<file path="src/rtl/conv_ctrl_pkg.sv">
`default_nettype none
// ============================================================================
// Module   : conv_ctrl_pkg
// Brief    : Shared types and constants for the convolution window sequencer.
// Revision : 1.0 - initial release
// ============================================================================
package conv_ctrl_pkg;

  // Smallest stage dimension that still yields one complete 3x3 window
  localparam int MIN_DIM         = 3;
  // Deepest feature-memory read latency the tag pipe is sized for
  localparam int MAX_MEM_LATENCY = 4;
  // Width of the drain-phase latency counter
  localparam int DRAIN_CNT_W     = $clog2(MAX_MEM_LATENCY + 1);

  typedef enum logic [1:0] {
    IDLE  = 2'd0,
    RUN   = 2'd1,
    DRAIN = 2'd2
  } state_t;

  // Read-side position tag carried alongside the memory read
  typedef struct packed {
    logic       valid;
    logic [7:0] row;
    logic [7:0] col;
  } win_tag_t;

endpackage
`default_nettype wire

</file>
<file path="src/rtl/conv_tag_pipe.sv">
`default_nettype none
// ============================================================================
// Module   : conv_tag_pipe
// Brief    : DEPTH-stage register pipe that delays the read position tag so
//            it lines up with the memory read data.
// Revision : 1.0 - initial release
// ============================================================================
module conv_tag_pipe
  import conv_ctrl_pkg::*;
#(
  parameter int DEPTH = 1
) (
  input  logic     clk,
  input  logic     rst_n,
  input  win_tag_t i_tag,
  output win_tag_t o_tag
);

  win_tag_t r_pipe [DEPTH];

  for (genvar g = 0; g < DEPTH; g++) begin : g_stage
    if (g == 0) begin : g_first
      // First stage captures the live tag from the read side
      always_ff @(posedge clk or negedge rst_n) begin
        if (!rst_n) r_pipe[g] <= '0;
        else        r_pipe[g] <= i_tag;
      end
    end else begin : g_next
      // Later stages shift the tag one cycle further
      always_ff @(posedge clk or negedge rst_n) begin
        if (!rst_n) r_pipe[g] <= '0;
        else        r_pipe[g] <= r_pipe[g-1];
      end
    end
  end

  assign o_tag = r_pipe[DEPTH-1];

endmodule
`default_nettype wire

</file>
<file path="src/rtl/conv_window_ctrl.sv">
`default_nettype none
// ============================================================================
// Module   : conv_window_ctrl
// Brief    : Frame sequencer for the 3x3 window collector. Streams one stage
//            feature map from memory in raster order and flags the cycles in
//            which the collector holds a complete in-image window.
// Revision : 1.0 - initial release
// ============================================================================
module conv_window_ctrl
  import conv_ctrl_pkg::*;
#(
  parameter int IMAGE_WIDTH  = 128,
  parameter int IMAGE_HEIGHT = 128,
  parameter int ADDR_W       = 16,
  parameter int MEM_LATENCY  = 1
) (
  input  logic              clk,
  input  logic              rst_n,
  input  logic              i_start,
  input  logic [7:0]        i_cfg_width,
  input  logic [7:0]        i_cfg_height,
  input  logic [ADDR_W-1:0] i_cfg_base,
  output logic              o_mem_rd_en,
  output logic [ADDR_W-1:0] o_mem_addr,
  input  logic [7:0]        i_mem_rdata,
  output logic [7:0]        o_pixel_out,
  output logic [7:0]        o_stage_width_out,
  output logic              o_win_valid,
  output logic [7:0]        o_win_row,
  output logic [7:0]        o_win_col,
  output logic              o_busy,
  output logic              o_done,
  output logic              o_cfg_err
);

  localparam logic [7:0]             C_MAX_W     = 8'(IMAGE_WIDTH);
  localparam logic [DRAIN_CNT_W-1:0] C_DRAIN_END = DRAIN_CNT_W'(MEM_LATENCY - 1);

  state_t                  r_state;
  state_t                  w_state_nxt;
  logic [7:0]              r_width;
  logic [7:0]              r_height;
  logic [ADDR_W-1:0]       r_base;
  logic [ADDR_W-1:0]       r_idx;
  logic [7:0]              r_rr;
  logic [7:0]              r_rc;
  logic [DRAIN_CNT_W-1:0]  r_drain_cnt;
  logic [7:0]              r_stage_width;
  logic                    r_done;
  logic                    r_cfg_err;

  logic [31:0]             w_cfg_w32;
  logic [31:0]             w_cfg_h32;
  logic                    w_cfg_ok;
  logic                    w_accept;
  logic                    w_last;
  logic                    w_row_end;
  logic                    w_drain_end;
  win_tag_t                w_tag_in;
  win_tag_t                w_tag_out;
  logic                    w_win_valid;

  assign w_cfg_w32   = {24'd0, i_cfg_width};
  assign w_cfg_h32   = {24'd0, i_cfg_height};
  assign w_cfg_ok    = (w_cfg_w32 >= 32'(MIN_DIM)) && (w_cfg_w32 <= 32'(IMAGE_WIDTH)) &&
                       (w_cfg_h32 >= 32'(MIN_DIM)) && (w_cfg_h32 <= 32'(IMAGE_HEIGHT));
  assign w_accept    = (r_state == IDLE) && i_start && w_cfg_ok;
  assign w_row_end   = (r_rc == r_width - 8'd1);
  assign w_last      = w_row_end && (r_rr == r_height - 8'd1);
  assign w_drain_end = (r_drain_cnt == C_DRAIN_END);

  // State register
  always_ff @(posedge clk or negedge rst_n) begin
    if (!rst_n) r_state <= IDLE;
    else        r_state <= w_state_nxt;
  end

  // Next-state logic: one pass over the frame, then wait out the read latency
  always_comb begin
    w_state_nxt = r_state;
    case (r_state)
      IDLE:    if (w_accept)    w_state_nxt = RUN;
      RUN:     if (w_last)      w_state_nxt = DRAIN;
      DRAIN:   if (w_drain_end) w_state_nxt = IDLE;
      default:                  w_state_nxt = IDLE;
    endcase
  end

  // Output decode: reads are issued on every RUN cycle, never stalled
  always_comb begin
    o_mem_rd_en = 1'b0;
    o_mem_addr  = '0;
    o_busy      = (r_state != IDLE);
    w_tag_in    = '0;
    if (r_state == RUN) begin
      o_mem_rd_en    = 1'b1;
      o_mem_addr     = r_base + r_idx;
      w_tag_in.valid = 1'b1;
      w_tag_in.row   = r_rr;
      w_tag_in.col   = r_rc;
    end
  end

  // Frame configuration latch and raster read counters
  always_ff @(posedge clk or negedge rst_n) begin
    if (!rst_n) begin
      r_width       <= '0;
      r_height      <= '0;
      r_base        <= '0;
      r_idx         <= '0;
      r_rr          <= '0;
      r_rc          <= '0;
      r_stage_width <= C_MAX_W;
    end else if (w_accept) begin
      r_width       <= i_cfg_width;
      r_height      <= i_cfg_height;
      r_base        <= i_cfg_base;
      r_idx         <= '0;
      r_rr          <= '0;
      r_rc          <= '0;
      r_stage_width <= i_cfg_width;
    end else if (r_state == RUN) begin
      r_idx <= r_idx + 1'b1;
      if (w_row_end) begin
        r_rc <= '0;
        r_rr <= r_rr + 8'd1;
      end else begin
        r_rc <= r_rc + 8'd1;
      end
    end
  end

  // Drain counter runs only while waiting for the last reads to return
  always_ff @(posedge clk or negedge rst_n) begin
    if (!rst_n)                  r_drain_cnt <= '0;
    else if (r_state == DRAIN)   r_drain_cnt <= r_drain_cnt + 1'b1;
    else                         r_drain_cnt <= '0;
  end

  // Single-cycle status pulses, one cycle after their cause
  always_ff @(posedge clk or negedge rst_n) begin
    if (!rst_n) begin
      r_done    <= 1'b0;
      r_cfg_err <= 1'b0;
    end else begin
      r_done    <= (r_state == DRAIN) && w_drain_end;
      r_cfg_err <= (r_state == IDLE) && i_start && !w_cfg_ok;
    end
  end

  conv_tag_pipe #(
    .DEPTH (MEM_LATENCY)
  ) u_tag_pipe (
    .clk   (clk),
    .rst_n (rst_n),
    .i_tag (w_tag_in),
    .o_tag (w_tag_out)
  );

  // A window is complete once the newest pixel is at least two rows and two
  // columns into the frame, so edge windows and stale line data are excluded
  assign w_win_valid       = w_tag_out.valid && (w_tag_out.row >= 8'd2) && (w_tag_out.col >= 8'd2);
  assign o_win_valid       = w_win_valid;
  assign o_win_row         = w_win_valid ? (w_tag_out.row - 8'd1) : 8'd0;
  assign o_win_col         = w_win_valid ? (w_tag_out.col - 8'd1) : 8'd0;
  assign o_pixel_out       = i_mem_rdata;
  assign o_stage_width_out = r_stage_width;
  assign o_done            = r_done;
  assign o_cfg_err         = r_cfg_err;

endmodule
`default_nettype wire

</file>
<file path="config.mk">
export PLATFORM = sky130hd
export DESIGN_NAME = conv_window_ctrl
export DESIGN_NICKNAME = d
export VERILOG_FILES = /design/src/rtl/conv_ctrl_pkg.sv /design/src/rtl/conv_tag_pipe.sv /design/src/rtl/conv_window_ctrl.sv
export SDC_FILE = /design/constraint.sdc
export NUM_CORES = 1
export LEC_CHECK = 0
export CORE_ASPECT_RATIO = 0.5
export CORE_MARGIN = 2
export CORE_UTILIZATION = 45
export DETAILED_ROUTE_END_ITERATION = 7
export HOLD_SLACK_MARGIN = 0.08
export PLACE_DENSITY = 0.8
export REMOVE_ABC_BUFFERS = 1
export SLEW_MARGIN = 20
export SYNTH_ARGS = -nofsm -noshare
export SYNTH_HDL_FRONTEND = slang
export SYNTH_SLANG_ARGS = --single-unit
export TNS_END_PERCENT = 10
</file>
<file path="constraint.sdc">
create_clock -name clk -period 6.76 [get_ports clk]
set_clock_uncertainty 0.15 [all_clocks]
set_input_delay 0.676 -clock clk [delete_from_list [all_inputs] [get_ports clk]]
set_output_delay 0.676 -clock clk [all_outputs]
set_load 0.03 [all_outputs]
</file>
=== Yosys cells after proc, flatten, opt, wreduce, memory -nomap -nowiden ===
Index checks and enable logic that the tools add are counted.
Widths: inputs -> output; s select.

* Logic and storage cells: 72
* Output and inout port bits: 53
* Register bits: 96
* ROM bits: 0
* Input bits: 43
* Memories: 0
* RAM bits: 0
* Bits in latches: 0

* Divide/modulo/power cells: 0
* Magnitude comparators: 6
* Add/subtract/negate cells: 9
* Reductions and logical operators: 18
* Muxes and demuxes: 18
* Shift-type cells: 0
* Multipliers: 0
* Equality and inequality tests: 7
* Bitwise logic cells: 0

{| class="wikitable"
|+ Operators with widths
! kind !! number
|-
| $mux 8 || 8
|-
| $mux 16 || 3
|-
| $ge 8x2->1 const B || 4
|-
| $sub 8x1->8 const B || 4
|-
| $mux 17 || 1
|-
| $add 16x1->16 const B || 1
|-
| $add 16x16->16 || 1
|-
| $add 8x1->8 const B || 2
|-
| $eq 8x8->1 || 2
|-
| $le 8x8->1 const B || 2
|-
| $logic_and 1x1->1 || 10
|-
| $mux 2 || 3
|-
| $ne 2x2->1 const B || 3
|-
| $pmux 2 s3 || 1
|-
| $reduce_bool 2->1 || 3
|-
| $add 3x1->3 const B || 1
|-
| $logic_not 3->1 || 1
|-
| $mux 3 || 1
|-
| $reduce_and 3->1 || 1
|-
| $eq 2x1->1 const B || 1
|-
| $eq 2x2->1 const B || 1
|-
| $logic_not 2->1 || 1
|-
| $reduce_and 2->1 || 1
|-
| $logic_not 1->1 || 1
|-
| $mux 1 || 1
|}

=== Depth between registers and ports, before layout ===
Gate-level depths: netlist of run 1.

* Depth in word-level cells: 7
* Depth in mapped cells: 9
* Mapped depth without buffers: 8

=== By module ===
A second synthesis of run 1 with hierarchy kept.

* Cell total of the unflattened synthesis: 632
* Area total of the unflattened synthesis: 5410.2 µm²

{| class="wikitable"
|+ Modules (own cells, without submodules)
! module !! instances !! area an instance (µm²) !! cells each !! sequential area each (µm²)
|-
| conv_window_ctrl || 1 || 4984.8 || 615 || 1803.0
|-
| conv_tag_pipe || 1 || 425.4 || 17 || 425.4
|}

=== Least setup slack after synthesis of run 1 ===
No wires, ideal clock.

* Path type: register to output
* Start: reg r_idx[0]
* End: out o_mem_addr[12]
* Cell stages (with the launch flop): 9
* Data required time: 5934 ps
* Buffers on the path: 0
* Setup slack: 3771 ps
* Data arrival time: 2163 ps
* Cell sequence: dfrtp_1 -> ha_1 -> fa_1 -> a211oi_1 -> o21ai_0 -> nand4_1 -> a31o_2 -> xor2_1 -> nor2_1

* Word-level cells in the longest chain between the ends: 2

{| class="wikitable"
|+ Ends and longest elaborated chain
! what !! RTL line !! RTL
|-
| start, declared || conv_window_ctrl.sv:44 || <nowiki>logic [ADDR_W-1:0] r_idx;</nowiki>
|-
| start signal, assigned || conv_window_ctrl.sv:123 || <nowiki>r_idx <= r_idx + 1'b1;</nowiki>
|-
| $add 16x16->16 || conv_window_ctrl.sv:97 || <nowiki>o_mem_addr = r_base + r_idx;</nowiki>
|-
| $mux 16 || conv_window_ctrl.sv:95 || <nowiki>if (r_state == RUN) begin</nowiki>
|-
| end, declared || conv_window_ctrl.sv:24 || <nowiki>output logic [ADDR_W-1:0] o_mem_addr,</nowiki>
|}

No other way between the ends.

=== Final worst setup path of run 1 ===
* Start: reg r_idx[0]
* End: out o_mem_addr[14]

The elaborated chain is that of the path after synthesis.

==> impl_metrics.env, run 1 <==
export IMPL_status="complete, no violations"
export IMPL_ctsResizeCount=0
export IMPL_via_per_inst=5.150
export IMPL_path_max_fanout=4
export IMPL_grtUsageTotal_pct=19.30
export IMPL_rows=27
export IMPL_multiInputGateArea_sq_um=2800
export IMPL_postCtsSetupRepairBufs=0
export IMPL_crit_chain="ha_1 > fa_1 > a211oi_1 > o21ai_0 > nand4_1 > a31o_2 > or4_1 > nand3_1 > clkdlybuf4s50_1"
export IMPL_drt_total_wl_microns=11490
export IMPL_finalCritPeriodShare_pct=59.25
export IMPL_async_flop_share_pct=100.0
export IMPL_grt_pass1_vias=4215
export IMPL_drt_initial_drc_count=255
export IMPL_finalSetupViolations=0
export IMPL_ys_ff_latch=89
export IMPL_critPathBufInv=1
export IMPL_clock_latency_ns=0.35
export IMPL_total_power_w=0.001115
export IMPL_finalHoldViolations=0
export IMPL_slew_limit_headroom_pct=49.33
export IMPL_powerDensity_nw_per_um2=172.5
export IMPL_grt_pass1_wl_microns=19330
export IMPL_num_vias=4300
export IMPL_drt_first_pass_iters=4
export IMPL_setup_tns_ns=0
export IMPL_cts_root_buf="clkbuf_16"
export IMPL_die_area_sq_um=12710
export IMPL_drive_above_1_share_pct=4.142
export IMPL_core_sq_um=11220
export IMPL_slowest_delay_ns=0.66
export IMPL_fmax_mhz=249.7
export IMPL_grtUsageMet2_pct=33.54
export IMPL_die_h_microns=80.72
export IMPL_ys_types=47
export IMPL_ioPinCount=96
export IMPL_grtUsageMet1_pct=23.32
export IMPL_ir_worst_vdd_mv=0.09926
export IMPL_syn_area_sq_um=5296
export IMPL_cts_made_buffers=9
export IMPL_place_inst=819
export IMPL_portBuffers=79
export IMPL_worst_setup_path_type="reg2out"
export IMPL_final_fill_count=985
export IMPL_drcViolationCount=0
export IMPL_gp_congestion=0.8648
export IMPL_path_delay_family="buffers and inverters"
export IMPL_avgSynthCellArea_sq_um=8.654
export IMPL_grt_overflow=0
export IMPL_drtAntennaViolNets=0
export IMPL_crit_required_ns=5.93
export IMPL_yosysWarnings=0
export IMPL_die_x_microns=157.4
export IMPL_fin_crit_ns=4.005
export IMPL_start_kind="flip-flop"
export IMPL_start_util_pct=47.22
export IMPL_crit_slowest_cell="clkdlybuf4s50_1"
export IMPL_met3_usage_pct=4.641
export IMPL_num_antenna_cells=0
export IMPL_antenna_found_initial=0
export IMPL_syn_inst=612
export IMPL_rsz0062_at_grt="false"
export IMPL_fin_cells=835
export IMPL_dp_hpwl_microns=8250
export IMPL_grt_max_degree=52
export IMPL_post_route_cell_area_sq_um=6461
export IMPL_layout_area_overhead_vs_synth_pct=21.99
export IMPL_worst_pin_slew_ns=0.7601
export IMPL_path_clk_slew_ns=0.06
export IMPL_hold_path_class="in2async"
export IMPL_cts_tree="done"
export IMPL_cap_violations=0
export IMPL_cts_max_level=3
export IMPL_busiest_layer="met2"
export IMPL_clockBufferDepth=2
export IMPL_nets=741
export IMPL_leakagePower_nw=3.097
export IMPL_ctsHoldBuffers=0
export IMPL_clock_sinks=89
export IMPL_wl_per_cell_microns=13.76
export IMPL_pre_cts_ws_ns=3.091
export IMPL_ys_flop_type="dfrtp_1"
export IMPL_critPathCaptureType="output pin"
export IMPL_slew_viol_final=0
export IMPL_placed_cell_area_sq_um=6132
export IMPL_critical_path_arrival_ns=3.18
export IMPL_fin_ws_ns=2.755
export IMPL_seq_area_frac_synth_pct=42.07
export IMPL_synth_edff_count=0
export IMPL_seqCellArea_sq_um=2228
==> where the power goes <==
part / switching, W / total (W) / internal, W
clock network: 0.000213 / 0.000548 / 0.000335
logic: 0.0000156 / 0.0000343 / 0.0000187
registers: 0 / 0.000532 / 0.000532
==> cell type report <==
class	instances	share of cell area, %
tap	159	3.079
multi-input combinational	465	43.34
timing repair buffer	83	12.66
clock inverter	6	1.394
sequential	89	34.49
clock buffer	10	3.699
inverter	23	1.336
==> logic make-up after synthesis <==
logic type,Yosys count,synth area share [%]
AO/OA/AOI/OAI,78,9.426
XOR/XNOR,65,10.75
adder cells (fa/ha/maj),28,6.709
buffers and inverters,58,5.197
flip-flops,89,42.07
multiplexers,2,0.3780
AND/OR/NAND/NOR,292,25.47
==> registers in the layout (all words and copies together), names as in the netlist <==
register / flops
r_width: 8
r_height: 8
r_drain_cnt: 3
r_state: 2
o_cfg_err: 1
r_idx: 16
r_base: 16
r_rc: 8
r_rr: 8
u_tag_pipe.o_tag: 17
o_stage_width_out: 1
o_done: 1
==> layout by cell type (no fill, tap or decap), types with 9 or more instances in the layout <==
cell type        synthesis  layout
a21oi_1                 20      20
and2_1                  17      17
clkbuf_16                0       9
clkdlybuf4s50_1          0      78
dfrtp_1                 88      88
ha_1                    26      26
inv_1                   23      23
nand2_1                123     123
nand3_1                 16      16
nand4_1                 10      10
nor2_1                  70      69
nor3_1                  13      13
o21ai_0                 17      17
or4_1                   11      11
xnor2_1                 29      29
xor2_1                  36      36
==> Yosys cell counts, drive strengths merged (13+ instances only) <==
master	count	area, sq um
nand2	123	461.7
dfrtp	88	2202
nor2	70	262.8
xor2	36	315.3
xnor2	29	254.0
ha	26	325.3
inv	23	86.33
a21oi	20	100.1
buf	18	125.1
and2	17	106.4
clkbuf	17	63.81
o21ai	17	85.08
nand3	16	80.08
nor3	13	65.06
==> final timing paths <==
kind	from	to	slack [ns]	cells past startpoint
setup / recovery	r_idx[0]$_DFFE_PN0P_	o_mem_addr[14]	2.76	9
hold / removal	rst_n	r_base[3]$_DFFE_PN0P_	0.14	1
setup reg to reg	r_width[0]$_DFFE_PN0P_	r_rr[0]$_DFFE_PN0P_	3.81	6
hold reg to reg	o_stage_width_out[7]$_DFFE_PN1P_	o_stage_width_out[7]$_DFFE_PN1P_	0.31	2
max in group asynchronous	rst_n	u_tag_pipe.o_tag[9]$_DFF_PN0_	5.32	2
min in group clk	o_stage_width_out[7]$_DFFE_PN1P_	o_stage_width_out[7]$_DFFE_PN1P_	0.31	2
==> per-stage QoR <==
stage / hold WS, ns / utilization, %
CTS: 0.1546 / 57.61
global route: 0.1773 / 57.61
detailed placement: 0.3031 / 54.67
global placement: 0.2982 / 54.67
floorplan: 0.2304 / -
finish: 0.1411 / 57.61
==> layer usage <==
metal / vias up / part of all wire, % / wire length, microns
met1: 2004 / 45 / 5222
met2: 112 / 48 / 5497
met4: 0 / 1.9 / 221
met5: - / 0 / 0
li1: 2165 / - / -
met3: 19 / 4.8 / 550
Note: power is estimated with default switching activity, not from simulation.
==> inputs of run 2 (changes only) <==
==> constraint.sdc (replaced) <==
create_clock -name clk -period 3.7 [get_ports clk]
set_clock_uncertainty 0.15 [all_clocks]
set_input_delay 0.37 -clock clk [delete_from_list [all_inputs] [get_ports clk]]
set_output_delay 0.37 -clock clk [all_outputs]
set_load 0.03 [all_outputs]
==> impl_metrics.env, run 2 (same netlist as run 1, synthesis figures left out) <==
export IMPL_status="complete, no violations"
export IMPL_final_common_cell="nand2_1"
export IMPL_clock_latency_ns=0.34
export IMPL_clockBufferDepth=2
export IMPL_final_cell_mix="nand2_1, dfrtp_1, clkdlybuf4s50_1"
export IMPL_start_kind="flip-flop"
export IMPL_cp_num_cells=9
export IMPL_worst_pin_slew_ns=0.8116
export IMPL_slew_limit_headroom_pct=45.89
export IMPL_crit_slowest_cell="dfrtp_1"
export IMPL_total_power_w=0.002078
export IMPL_drt_initial_drc_count=302
export IMPL_path_clk_slew_ns=0.06
export IMPL_fin_crit_ns=3.454
export IMPL_largest_register_ffs=17
export IMPL_crit_required_ns=3.18
export IMPL_drive_above_1_share_pct=4.699
export IMPL_grtUsageMet1_pct=24.62
export IMPL_path_delay_family="compound AO/OA/AOI/OAI gates"
export IMPL_nets=746
export IMPL_crit_chain="ha_1 > fa_1 > a211oi_1 > o21ai_0 > nand4_1 > a31o_2 > or4_1 > nand3_1 > dlygate4sd2_1"
export IMPL_cts_tree="done"
export IMPL_setup_tns_ns=0
export IMPL_antenna_found_initial=0
export IMPL_start_util_pct=47.22
export IMPL_critPathCaptureType="output pin"
export IMPL_via_per_inst=5.150
export IMPL_critical_path_arrival_ns=2.93
export IMPL_num_vias=4326
export IMPL_drcViolationCount=0
export IMPL_reg2reg_depth=6
export IMPL_critPathBufInv=1
export IMPL_die_x_microns=157.4
export IMPL_busiest_layer="met2"
export IMPL_final_util_pct=58.17
export IMPL_cts_max_level=3
export IMPL_worst_setup_path_type="reg2out"
export IMPL_post_route_cell_area_sq_um=6524
export IMPL_finalHoldViolations=0
export IMPL_postCtsSetupRepairBufs=0
export IMPL_pre_cts_ws_ns=0.3313
export IMPL_die_h_microns=80.72
export IMPL_fmax_mhz=289.5
export IMPL_ir_worst_vdd_mv=0.2249
export IMPL_grtUsageMet2_pct=33.01
export IMPL_dp_hpwl_microns=8488
export IMPL_finalSetupViolations=0
export IMPL_drt_total_wl_microns=11500
export IMPL_drt_first_pass_iters=5
export IMPL_finalCritPeriodShare_pct=93.34
export IMPL_grt_pass1_vias=4041
export IMPL_layout_area_overhead_vs_synth_pct=23.18
export IMPL_grt_pass1_wl_microns=19390
export IMPL_wl_per_cell_microns=13.69
export IMPL_fin_ws_ns=0.2463
export IMPL_num_antenna_cells=0
export IMPL_cts_made_buffers=9
export IMPL_clock_sinks=89
export IMPL_ioPinCount=96
export IMPL_cts_root_buf="clkbuf_16"
export IMPL_grt_overflow=0
export IMPL_hold_depth=2
export IMPL_powerDensity_nw_per_um2=318.6
export IMPL_grtUsageTotal_pct=19.25
export IMPL_slew_viol_final=0
export IMPL_portBuffers=79
export IMPL_rows=27
export IMPL_met3_usage_pct=4.749
export IMPL_grt_max_degree=66
export IMPL_core_sq_um=11220
export IMPL_placed_cell_area_sq_um=6162
export IMPL_gp_congestion=0.8667
export IMPL_drtAntennaViolNets=0
export IMPL_leakagePower_nw=3.211
export IMPL_path_max_fanout=4
export IMPL_cap_violations=0
export IMPL_rsz0062_at_grt="false"
export IMPL_slowest_delay_ns=0.42
export IMPL_die_area_sq_um=12710
export IMPL_hold_path_class="reg2reg"
[run 2: timing repair]
| action | in CTS | in global routing |
|---|---|---|
| hold endpoints to repair | 62 | 0 |
| hold buffers | 1 | 0 |
| gates resized for setup | 1 | 4 |
| endpoints found under the setup margin | 1 | 4 |
[run 2: layout make-up]
type,count,area (sq um)
Clock inverter,7,117.6
Inverter,23,86.33
Tap cell,159,198.9
Clock buffer,9,225.2
Sequential cell,89,2228
Fill cell,1011,4692
Timing Repair Buffer,88,867.1
Multi-Input combinational cell,465,2800
[run 2: metal layers]
| metal | wire [microns] | vias up |
|---|---|---|
| li1 | - | 2186 |
| met1 | 5319 | 2041 |
| met2 | 5666 | 89 |
| met3 | 427 | 10 |
| met4 | 86 | 0 |
| met5 | 0 | - |
[run 2: final timing paths]
| kind | start | end | slack, ns |
|---|---|---|---|
| min in group asynchronous | rst_n | r_base[2]$_DFFE_PN0P_ | 0.50 |
| worst min-delay path | o_stage_width_out[7]$_DFFE_PN1P_ | o_stage_width_out[7]$_DFFE_PN1P_ | 0.32 |
| worst min register to register | o_stage_width_out[7]$_DFFE_PN1P_ | o_stage_width_out[7]$_DFFE_PN1P_ | 0.32 |
| max in group asynchronous | rst_n | r_height[5]$_DFFE_PN0P_ | 2.21 |
| worst max register to register | r_width[0]$_DFFE_PN0P_ | r_rr[1]$_DFFE_PN0P_ | 0.64 |
| worst max-delay path | r_idx[0]$_DFFE_PN0P_ | o_mem_addr[14] | 0.25 |
[run 2: power breakdown]
part	internal (W)	total, W	switching, W
Sequential	0.000973	0.000973	0
Clock	0.000661	0.00104	0.000380
Combinational	0.0000355	0.0000642	0.0000287
[run 2: through the flow]
step / cells / hold slack [ns]
global placement: 823 / 0.2995
finish: 840 / 0.3155
global route: 840 / 0.3398
floorplan: 577 / -0.07559
CTS: 840 / 0.3163
detailed placement: 823 / 0.3075
[run 2: tightest hold or removal path, stage by stage (launching register included)]
cell and delay, ns:
dfstp_2 0.37, nand2_1 0.05, nand2_1 0.05
